<file path="src/rtl/truth_table_sweeper_pkg.sv">
// Shared types and helpers for the truth-table sweeper family.
package tt_sweep_pkg;

   // Widest combinational module the sweepers are expected to handle.
   localparam int TT_MAX_N = 8;

   typedef enum logic [1:0] {
      IDLE,
      SETTLE,
      SAMPLE,
      DONE
   } tt_state_e;

   // Number of truth-table rows for an n-input function.
   function automatic int rows(input int n);
      return 1 << n;
   endfunction

endpackage

</file>
<file path="src/rtl/truth_table_sweeper_if.sv">
// Control, stimulus and result bundle between the verification flow and a sweeper.
interface truth_table_sweeper_if
   import tt_sweep_pkg::*;
#(
   parameter int N = 3
);
   localparam int ROWS = rows(N);

   logic            start;
   logic            abort;
   logic [ROWS-1:0] expected;
   logic            dut_out;
   logic [N-1:0]    dut_inp;
   logic            busy;
   logic            done;
   logic            pass;
   logic [ROWS-1:0] captured;
   logic [N:0]      err_count;
   logic [N-1:0]    first_err_idx;

   // The flow side: issues commands, supplies the expected table and the DUT response.
   modport master (
      output start, abort, expected, dut_out,
      input  dut_inp, busy, done, pass, captured, err_count, first_err_idx
   );

   // The sweeper side.
   modport slave (
      input  start, abort, expected, dut_out,
      output dut_inp, busy, done, pass, captured, err_count, first_err_idx
   );

endinterface

</file>
<file path="src/rtl/truth_table_sweeper_settle_timer.sv">
// Loadable down-counter that flags when a held input vector has settled long enough.
module tt_settle_timer #(
   parameter int SETTLE = 2,
   parameter int W      = $clog2(SETTLE) + 1
) (
   input  logic         clk,
   input  logic         rst_n,
   input  logic         load,
   input  logic [W-1:0] value,
   input  logic         dec,
   output logic         zero
);

   logic [W-1:0] count_q;

   // Load wins over decrement; the count parks at zero until reloaded.
   always_ff @(posedge clk or negedge rst_n) begin
      if (!rst_n) begin
         count_q <= '0;
      end else if (load) begin
         count_q <= value;
      end else if (dec && (count_q != '0)) begin
         count_q <= count_q - 1'b1;
      end
   end

   assign zero = (count_q == '0);

endmodule

</file>
<file path="src/rtl/truth_table_sweeper.sv">
// Walks every input combination onto a combinational DUT, captures its output
// and scores the captured truth table against a latched expected table.
module truth_table_sweeper
   import tt_sweep_pkg::*;
#(
   parameter int N      = 3,
   parameter int SETTLE = 2
) (
   input logic                 clk,
   input logic                 rst_n,
   truth_table_sweeper_if.slave bus
);

   localparam int ROWS = rows(N);
   localparam int TW   = $clog2(SETTLE) + 1;
   localparam logic [N:0]    LAST_IDX   = (N+1)'(ROWS - 1);
   localparam logic [TW-1:0] SETTLE_LD  = TW'(SETTLE - 1);

   tt_state_e       state_q, state_d;
   logic [N:0]      idx_q;
   logic [N:0]      idx_next;
   logic [ROWS-1:0] exp_q;
   logic [ROWS-1:0] captured_q;
   logic [N:0]      err_q;
   logic [N-1:0]    first_q;
   logic            pass_q;
   logic [N-1:0]    inp_q;

   logic accept;
   logic sample_en;
   logic quit;
   logic timer_load;
   logic timer_dec;
   logic timer_zero;
   logic mismatch;
   logic last_row;

   assign idx_next = idx_q + 1'b1;
   assign last_row = (idx_q == LAST_IDX);
   assign mismatch = (bus.dut_out != exp_q[idx_q[N-1:0]]);

   tt_settle_timer #(
      .SETTLE (SETTLE),
      .W      (TW)
   ) u_timer (
      .clk   (clk),
      .rst_n (rst_n),
      .load  (timer_load),
      .value (SETTLE_LD),
      .dec   (timer_dec),
      .zero  (timer_zero)
   );

   // State register.
   always_ff @(posedge clk or negedge rst_n) begin
      if (!rst_n) begin
         state_q <= tt_sweep_pkg::IDLE;
      end else begin
         state_q <= state_d;
      end
   end

   // Next-state decode plus the strobes that steer the timer and datapath.
   always_comb begin
      state_d    = state_q;
      accept     = 1'b0;
      sample_en  = 1'b0;
      quit       = 1'b0;
      timer_load = 1'b0;
      timer_dec  = 1'b0;
      case (state_q)
         tt_sweep_pkg::IDLE: begin
            if (bus.start) begin
               accept     = 1'b1;
               timer_load = 1'b1;
               state_d    = tt_sweep_pkg::SETTLE;
            end
         end
         tt_sweep_pkg::SETTLE: begin
            if (bus.abort) begin
               quit    = 1'b1;
               state_d = tt_sweep_pkg::IDLE;
            end else if (timer_zero) begin
               state_d = tt_sweep_pkg::SAMPLE;
            end else begin
               timer_dec = 1'b1;
            end
         end
         tt_sweep_pkg::SAMPLE: begin
            sample_en = 1'b1;
            if (bus.abort) begin
               quit    = 1'b1;
               state_d = tt_sweep_pkg::IDLE;
            end else if (last_row) begin
               state_d = tt_sweep_pkg::DONE;
            end else begin
               timer_load = 1'b1;
               state_d    = tt_sweep_pkg::SETTLE;
            end
         end
         tt_sweep_pkg::DONE: begin
            state_d = tt_sweep_pkg::IDLE;
         end
         default: begin
            state_d = tt_sweep_pkg::IDLE;
         end
      endcase
   end

   // Sweep datapath: row pointer, stimulus, capture and mismatch scoring.
   always_ff @(posedge clk or negedge rst_n) begin
      if (!rst_n) begin
         idx_q      <= '0;
         exp_q      <= '0;
         captured_q <= '0;
         err_q      <= '0;
         first_q    <= '0;
         pass_q     <= 1'b0;
         inp_q      <= '0;
      end else begin
         if (accept) begin
            exp_q      <= bus.expected;
            captured_q <= '0;
            err_q      <= '0;
            first_q    <= '0;
            pass_q     <= 1'b0;
            idx_q      <= '0;
            inp_q      <= '0;
         end
         if (sample_en) begin
            captured_q[idx_q[N-1:0]] <= bus.dut_out;
            if (mismatch) begin
               err_q <= err_q + 1'b1;
               if (err_q == '0) begin
                  first_q <= idx_q[N-1:0];
               end
            end
            if (!bus.abort) begin
               if (last_row) begin
                  pass_q <= (err_q == '0) && !mismatch;
               end else begin
                  idx_q <= idx_next;
                  inp_q <= idx_next[N-1:0];
               end
            end
         end
         if (quit) begin
            inp_q <= '0;
         end
      end
   end

   assign bus.dut_inp       = inp_q;
   assign bus.busy          = (state_q == tt_sweep_pkg::SETTLE) || (state_q == tt_sweep_pkg::SAMPLE);
   assign bus.done          = (state_q == tt_sweep_pkg::DONE);
   assign bus.pass          = pass_q;
   assign bus.captured      = captured_q;
   assign bus.err_count     = err_q;
   assign bus.first_err_idx = first_q;

endmodule

</file>
<file path="src/flat_wrapper.sv">
// flat-port wrapper written by rule: the top's interface ports become plain ports
module truth_table_sweeper_flat import tt_sweep_pkg::*;
#(
   parameter int N      = 3,
   parameter int SETTLE = 2
)
  (clk, rst_n, bus_start, bus_abort, bus_expected, bus_dut_out, bus_dut_inp, bus_busy, bus_done, bus_pass, bus_captured, bus_err_count, bus_first_err_idx);
  truth_table_sweeper_if #(.N(N)) bus_i ();
  input logic clk;
  input logic rst_n;
  input wire logic [$bits(bus_i.start)-1:0] bus_start;
  input wire logic [$bits(bus_i.abort)-1:0] bus_abort;
  input wire logic [$bits(bus_i.expected)-1:0] bus_expected;
  input wire logic [$bits(bus_i.dut_out)-1:0] bus_dut_out;
  output wire logic [$bits(bus_i.dut_inp)-1:0] bus_dut_inp;
  output wire logic [$bits(bus_i.busy)-1:0] bus_busy;
  output wire logic [$bits(bus_i.done)-1:0] bus_done;
  output wire logic [$bits(bus_i.pass)-1:0] bus_pass;
  output wire logic [$bits(bus_i.captured)-1:0] bus_captured;
  output wire logic [$bits(bus_i.err_count)-1:0] bus_err_count;
  output wire logic [$bits(bus_i.first_err_idx)-1:0] bus_first_err_idx;
  assign bus_i.start = bus_start;
  assign bus_i.abort = bus_abort;
  assign bus_i.expected = bus_expected;
  assign bus_i.dut_out = bus_dut_out;
  assign bus_dut_inp = bus_i.dut_inp;
  assign bus_busy = bus_i.busy;
  assign bus_done = bus_i.done;
  assign bus_pass = bus_i.pass;
  assign bus_captured = bus_i.captured;
  assign bus_err_count = bus_i.err_count;
  assign bus_first_err_idx = bus_i.first_err_idx;
  truth_table_sweeper #(.N(N), .SETTLE(SETTLE)) u_core (.clk(clk), .rst_n(rst_n), .bus(bus_i));
endmodule
</file>
<file path="config.mk">
export PLATFORM = sky130hd
export DESIGN_NAME = truth_table_sweeper_flat
export DESIGN_NICKNAME = d
export VERILOG_FILES = /design/src/rtl/truth_table_sweeper_pkg.sv /design/src/rtl/truth_table_sweeper_if.sv /design/src/rtl/truth_table_sweeper_settle_timer.sv /design/src/rtl/truth_table_sweeper.sv /design/src/flat_wrapper.sv
export SDC_FILE = /design/constraint.sdc
export NUM_CORES = 1
export LEC_CHECK = 0
export ABC_AREA = 0
export CAP_MARGIN = 0
export CORE_MARGIN = 2
export CORE_UTILIZATION = 42
export DETAILED_ROUTE_END_ITERATION = 16
export PLACE_DENSITY = 0.65
export RECOVER_POWER = 100
export SLEW_MARGIN = 20
export SYNTH_ARGS = -nofsm -noshare
export SYNTH_HDL_FRONTEND = slang
export SYNTH_SLANG_ARGS = --single-unit
</file>
<file path="constraint.sdc">
create_clock -name clk -period 2.3 [get_ports clk]
set_clock_uncertainty 0.05 [all_clocks]
set_input_delay 0.46 -clock clk [delete_from_list [all_inputs] [get_ports clk]]
set_output_delay 0.46 -clock clk [all_outputs]
set_load 0.02 [all_outputs]
</file>
## Word-level counts from Yosys, hierarchy flattened

Index checks and enable logic that the tools add are counted.

- Output and inout bits: 21
- Register bits after elaboration: 35
- Logic and storage cells: 79
- Input bits: 13

- Reductions and logical operators: 12
- $add $sub $neg: 3
- Equal/unequal tests: 7
- Multiplexer cells: 46
- Order comparisons: 2

Operators by type and width:

| kind | number |
|---|---|
| 2-to-1 mux 4 bit | 7 |
| 2-to-1 mux 3 bit | 9 |
| 2-to-1 mux 1 bit | 16 |
| 2-to-1 mux 8 bit | 2 |
| 2-to-1 mux 2 bit | 7 |
| adder 4 x 1 -> 4 bit, second input constant | 2 |
| bitwise mux 8 bit | 1 |
| case mux 2 bit (4 select lines) | 1 |
| == test 2 bit, second input constant | 2 |
| == test 4 x 3 -> 1 bit, second input constant | 1 |
| logical NOT 2 bit | 2 |
| logical NOT 4 bit | 1 |
| < comparator 3 x 4 -> 1 bit, second input constant | 1 |
| nonzero test 2 bit | 2 |
| binary-select mux 1 bit (select 3 bit) | 1 |
| demux 1 bit (select 3 bit) | 1 |
| >= comparator 3 x 1 -> 1 bit, second input constant | 1 |
| logical AND 1 bit | 3 |
| inequality test 3 x 2 -> 1 bit, second input constant | 1 |
| == test 2 x 1 -> 1 bit, second input constant | 1 |
| inequality test 2 bit, second input constant | 1 |
| case mux 1 bit (2 select lines) | 1 |
| AND reduction 2 bit | 1 |
| OR reduction 2 bit | 1 |
| 4 further kinds | 4 |

## Longest topological paths before layout

- Depth after elaboration: 8
- Mapped depth: 8
- Mapped depth without buffers: 7

## Modules after synthesis

Synthesis repeated with hierarchy kept, for this count alone.

- Cell total of the unflattened synthesis: 171
- Area, all modules: 1,811.7 µm²

By module, submodules not included:

| module | instances | sequential area each (µm²) | area each (µm²) | cells each |
|---|---|---|---|---|
| truth_table_sweeper | 1 | 825.8 | 1,679.1 | 158 |
| tt_settle_timer | 1 | 50.0 | 132.6 | 13 |

## Worst setup path before layout

OpenSTA, ideal clock, no wires.

- Path kind: flip-flop to flip-flop
- From: register u_core.idx_q[0]
- To: register u_core.first_q[2] (netlist: u_core.bus.first_err_idx[2])
- Data arrival time: 1.911 ns
- Required time: 2.126 ns
- Path buffers: 2
- Setup slack: 0.215 ns
- Cell stages (with the launch flop): 8
- Period minus slack after synthesis: 2.085 ns
- Setup time: 0.124 ns
- Cells stage by stage: dfrtp_1 -> buf_6 -> mux2i_1 -> mux4_2 -> mux2_4 -> or2_1 -> buf_6 -> mux2i_1

- Word-level cells in the longest chain between the ends: 5

RTL lines:

| what | line | RTL |
|---|---|---|
| start: declaration | truth_table_sweeper.sv:20 | `logic [N:0] idx_q;` |
| start signal: assignment | truth_table_sweeper.sv:142 | `idx_q <= idx_next;` |
| binary-select mux 1 bit (select 3 bit) | truth_table_sweeper.sv:40 | `assign mismatch = (bus.dut_out != exp_q[idx_q[N-1:0]]);` |
| 2-to-1 mux 1 bit (not written as such) | truth_table_sweeper.sv:40 |  |
| inequality test 1 bit | truth_table_sweeper.sv:40 |  |
| 2-to-1 mux 3 bit | truth_table_sweeper.sv:132 | `if (mismatch) begin` |
| 2-to-1 mux 3 bit | truth_table_sweeper.sv:130 | `if (sample_en) begin` |
| end signal: assignment | truth_table_sweeper.sv:135 | `first_q <= idx_q[N-1:0];` |
| end: declaration | truth_table_sweeper.sv:25 | `logic [N-1:0] first_q;` |

No other way between the ends. The select of a mux whose other input is x is not followed.
A chain may end at the register's enable or synchronous reset.

## Worst setup path in the final report

Ends and elaborated chain as after synthesis.

==> reports/metrics.yaml <==
sta:
  fmax_mhz: 472
  tns_ns: 0
  layout_min_cycle_time_ns: 2.12
  tightestPinTransition_ns: 0.854
  rsz0062_at_grt: "no"
  hold_viol: 0
  finalSetupViolations: 0
  relSlewSlack: 0.431
  fin_crit_sh: 0.920
  layout_setup_ws_ns: 0.183
  slew_violations: 0
place:
  port_buffers: 33
  hpwl_mm: 2.75
  gp_congestion: 0.742
  placed_area_um2: 2180
  pre_cts_slack_ns: 0.223
critical_path:
  reg2reg_depth: 5
  critPathCaptureType: "flop"
  rr_startpoint: "u_core.idx_q[0]$_DFF_PN0_"
  worst_ep_required_time_ns: 2.41
  critPathKind: "reg2reg"
  crit_arrival_ns: 2.22
  worstSetupStartpointType: "flop"
  endpoint: "u_core.bus.first_err_idx[2]$_DFF_PN0_"
  r2r-end: "u_core.bus.first_err_idx[2]$_DFF_PN0_"
  worstSetupStartpoint: "u_core.idx_q[0]$_DFF_PN0_"
  r2r_slack_ns: 0.18
  worstPathMaxFanout: 10
cts:
  cts_resized: 0
  ctsHoldBuffers: 0
  clock_sinks: 35
  clockBufferDepth: 2
  cts_made_buffers: 5
  clkTransAtPathRegs_ns: 0.07
  cts_root_buf: "clkbuf_8"
  insertion_delay_ns: 0.28
  htree_num_levels: 2
  postCtsSetupBuffers: 0
  cts_tree: "yes"
grt:
  grt_overflow: 0
  antenna_found_initial: 0
  grt_pass1_wl_mm: 6.10
  grt_usage: 0.178
  grt_pass1_vias: 1359
  grt_max_degree: 36
finish:
  final_layout_size_suffix_gt1_frac: 0.124
  fin_area_um2: 2250
  area_delta_synth_final_pct: 27.6
  nets: 224
  antennaDiodeCount: 0
power_and_ir_drop:
  p_leak_nw: 1.07
  vdd_drop_max_mv: 0.472
  p_per_area_nw_per_um2: 924
yosys:
  syn-instance-count: 160
  syn_area_um2: 1760
  synth.most_common_cell: "dfrtp_1"
  syn_nets: 182
  yosys.area.top_type: "dfrtp_1"
  postSynth.asyncResetShare: 1.00
  synth_flop_cell: "dfrtp_1"
  synth_top_cells_by_area: "dfrtp_1 50%, ha_1 6.4%, mux2_2 5.1%"
  yosysWarnings: 0
  synth.yosys.seq_area_share: 0.497
  synth_top_cell_area_share: 0.497
  synth_cell_types: 36
  ys_seq_elements: 35
  avgSynthCellArea_um2: 11.0
  synth_edf_count: 0
  synth_commonest_cells: "35 x dfrtp_1, 17 x nand2_1, 11 x inv_1"
routing:
  wl_met2_mm: 1.74
  wl_met1_mm: 1.70
  via_per_inst: 5.23
  ant_nets: 0
  vias: 1319
  routed_wirelength_mm: 3.60
  met3_wirelength_um: 118
  wl_per_cell_um: 14.3
  routed.top_layer: "met4"
  drt-initial-drc-count: 107
  route.detailed.drc: 0
  firstDrtPassIters: 4
flow_run:
  drv_cap: 0
run_status:
  status: "complete, no violations"
floorplan:
  dieHeight_um: 68.8
  dieArea_um2: 4730
  die_w_um: 68.8
  initial_core_util: 0.437
  num_rows: 23
  fp.coreArea_um2: 4030
  io_pins: 34
min_path:
  hold_path_class: "reg2reg"
## sequential cells by signal, indices dropped and copies added (netlist names)
signal and count:
u_core.state_q 2, u_core.bus.pass 1, u_core.idx_q 4, u_core.bus.captured 8, u_core.exp_q 8, u_core.bus.dut_inp 3
u_core.u_timer.count_q 2, u_core.bus.first_err_idx 3, u_core.bus.err_count 4
## logic make-up (layout without fill, tap and decap cells)
group / after synthesis / in the layout / share of synthesized area
adders and majority gates: 9 / 9 / 0.0639
xor gates and xnor gates: 3 / 3 / 0.0149
AOI/OAI and AO/OA: 36 / 36 / 0.149
buffers and inverters: 19 / 61 / 0.0490
muxes: 18 / 18 / 0.118
and+or+nand+nor: 40 / 40 / 0.108
DFF: 35 / 35 / 0.497
## worst max-delay path, cell delays in order, from the launching register on
cell     delay (ns)
dfrtp_1        0.45
mux2i_1        0.14
mux4_2         0.52
mux2_4         0.37
or2_0          0.30
mux2i_1        0.15
## layout by cell type (no fill, tap or decap), types with 2 or more instances in the layout
cell type / count
a21o_1: 2
o21ai_0: 4
o311ai_0: 2
nor2_1: 5
dfrtp_1: 35
clkbuf_8: 6
mux2_2: 8
o211ai_1: 6
clkdlybuf4s50_1: 11
dlygate4sd3_1: 21
ha_1: 9
a22o_1: 2
o41ai_1: 4
nand2_1: 17
mux2i_1: 8
buf_4: 5
nor2b_1: 2
a21oi_1: 5
nand4_1: 2
o31ai_1: 5
xnor2_1: 2
nor3_1: 2
inv_1: 11
clkbuf_1: 4
nand3_1: 6
a22oi_1: 2
nor3b_1: 2
## where the power goes
| group | switching, mW | internal, mW | leakage (nW) |
|---|---|---|---|
| clock | 0.201 | 0.235 | 0.0470 |
| combinational | 0.408 | 0.364 | 0.557 |
| sequential | 0.113 | 0.757 | 0.462 |
| total | 0.722 | 1.36 | 1.07 |
## through the flow
stage	hold slack, ns	utilization	cells	power, mW
after floorplan	0.114	-	160	1.43
after global placement	0.421	0.541	245	1.67
after detailed placement	0.428	0.541	245	1.70
after CTS	0.449	0.563	252	2.15
after global routing	0.479	0.558	252	2.23
final	0.442	0.558	252	2.08
## layer usage
layer,GRT usage,vias up
li1,-,658
met5,0,-
met4,0.0735,0
met1,0.229,633
met2,0.284,24
met3,0.0487,4
## how the worst min path moves through the flow
stage,cells after the start,endpoint,from
after floorplan,0,u_core.bus.captured[0]$_DFF_PN0_,rst_n
after global placement,1,u_core.idx_q[3]$_DFF_PN0_,u_core.idx_q[3]$_DFF_PN0_
after detailed placement,1,u_core.idx_q[3]$_DFF_PN0_,u_core.idx_q[3]$_DFF_PN0_
after CTS,1,u_core.idx_q[3]$_DFF_PN0_,u_core.idx_q[3]$_DFF_PN0_
after global routing,1,u_core.idx_q[3]$_DFF_PN0_,u_core.idx_q[3]$_DFF_PN0_
final,1,u_core.idx_q[3]$_DFF_PN0_,u_core.idx_q[3]$_DFF_PN0_
## cell type report
class | count | area (µm²)
Clock buffer | 6 | 82.6
Clock inverter | 1 | 5.00
Fill cell | 371 | 1780
Inverter | 12 | 45.0
Multi-Input combinational cell | 106 | 800
Sequential cell | 35 | 876
Tap cell | 50 | 62.6
Timing Repair Buffer | 42 | 378
Note: power is estimated with default switching activity, not from simulation.
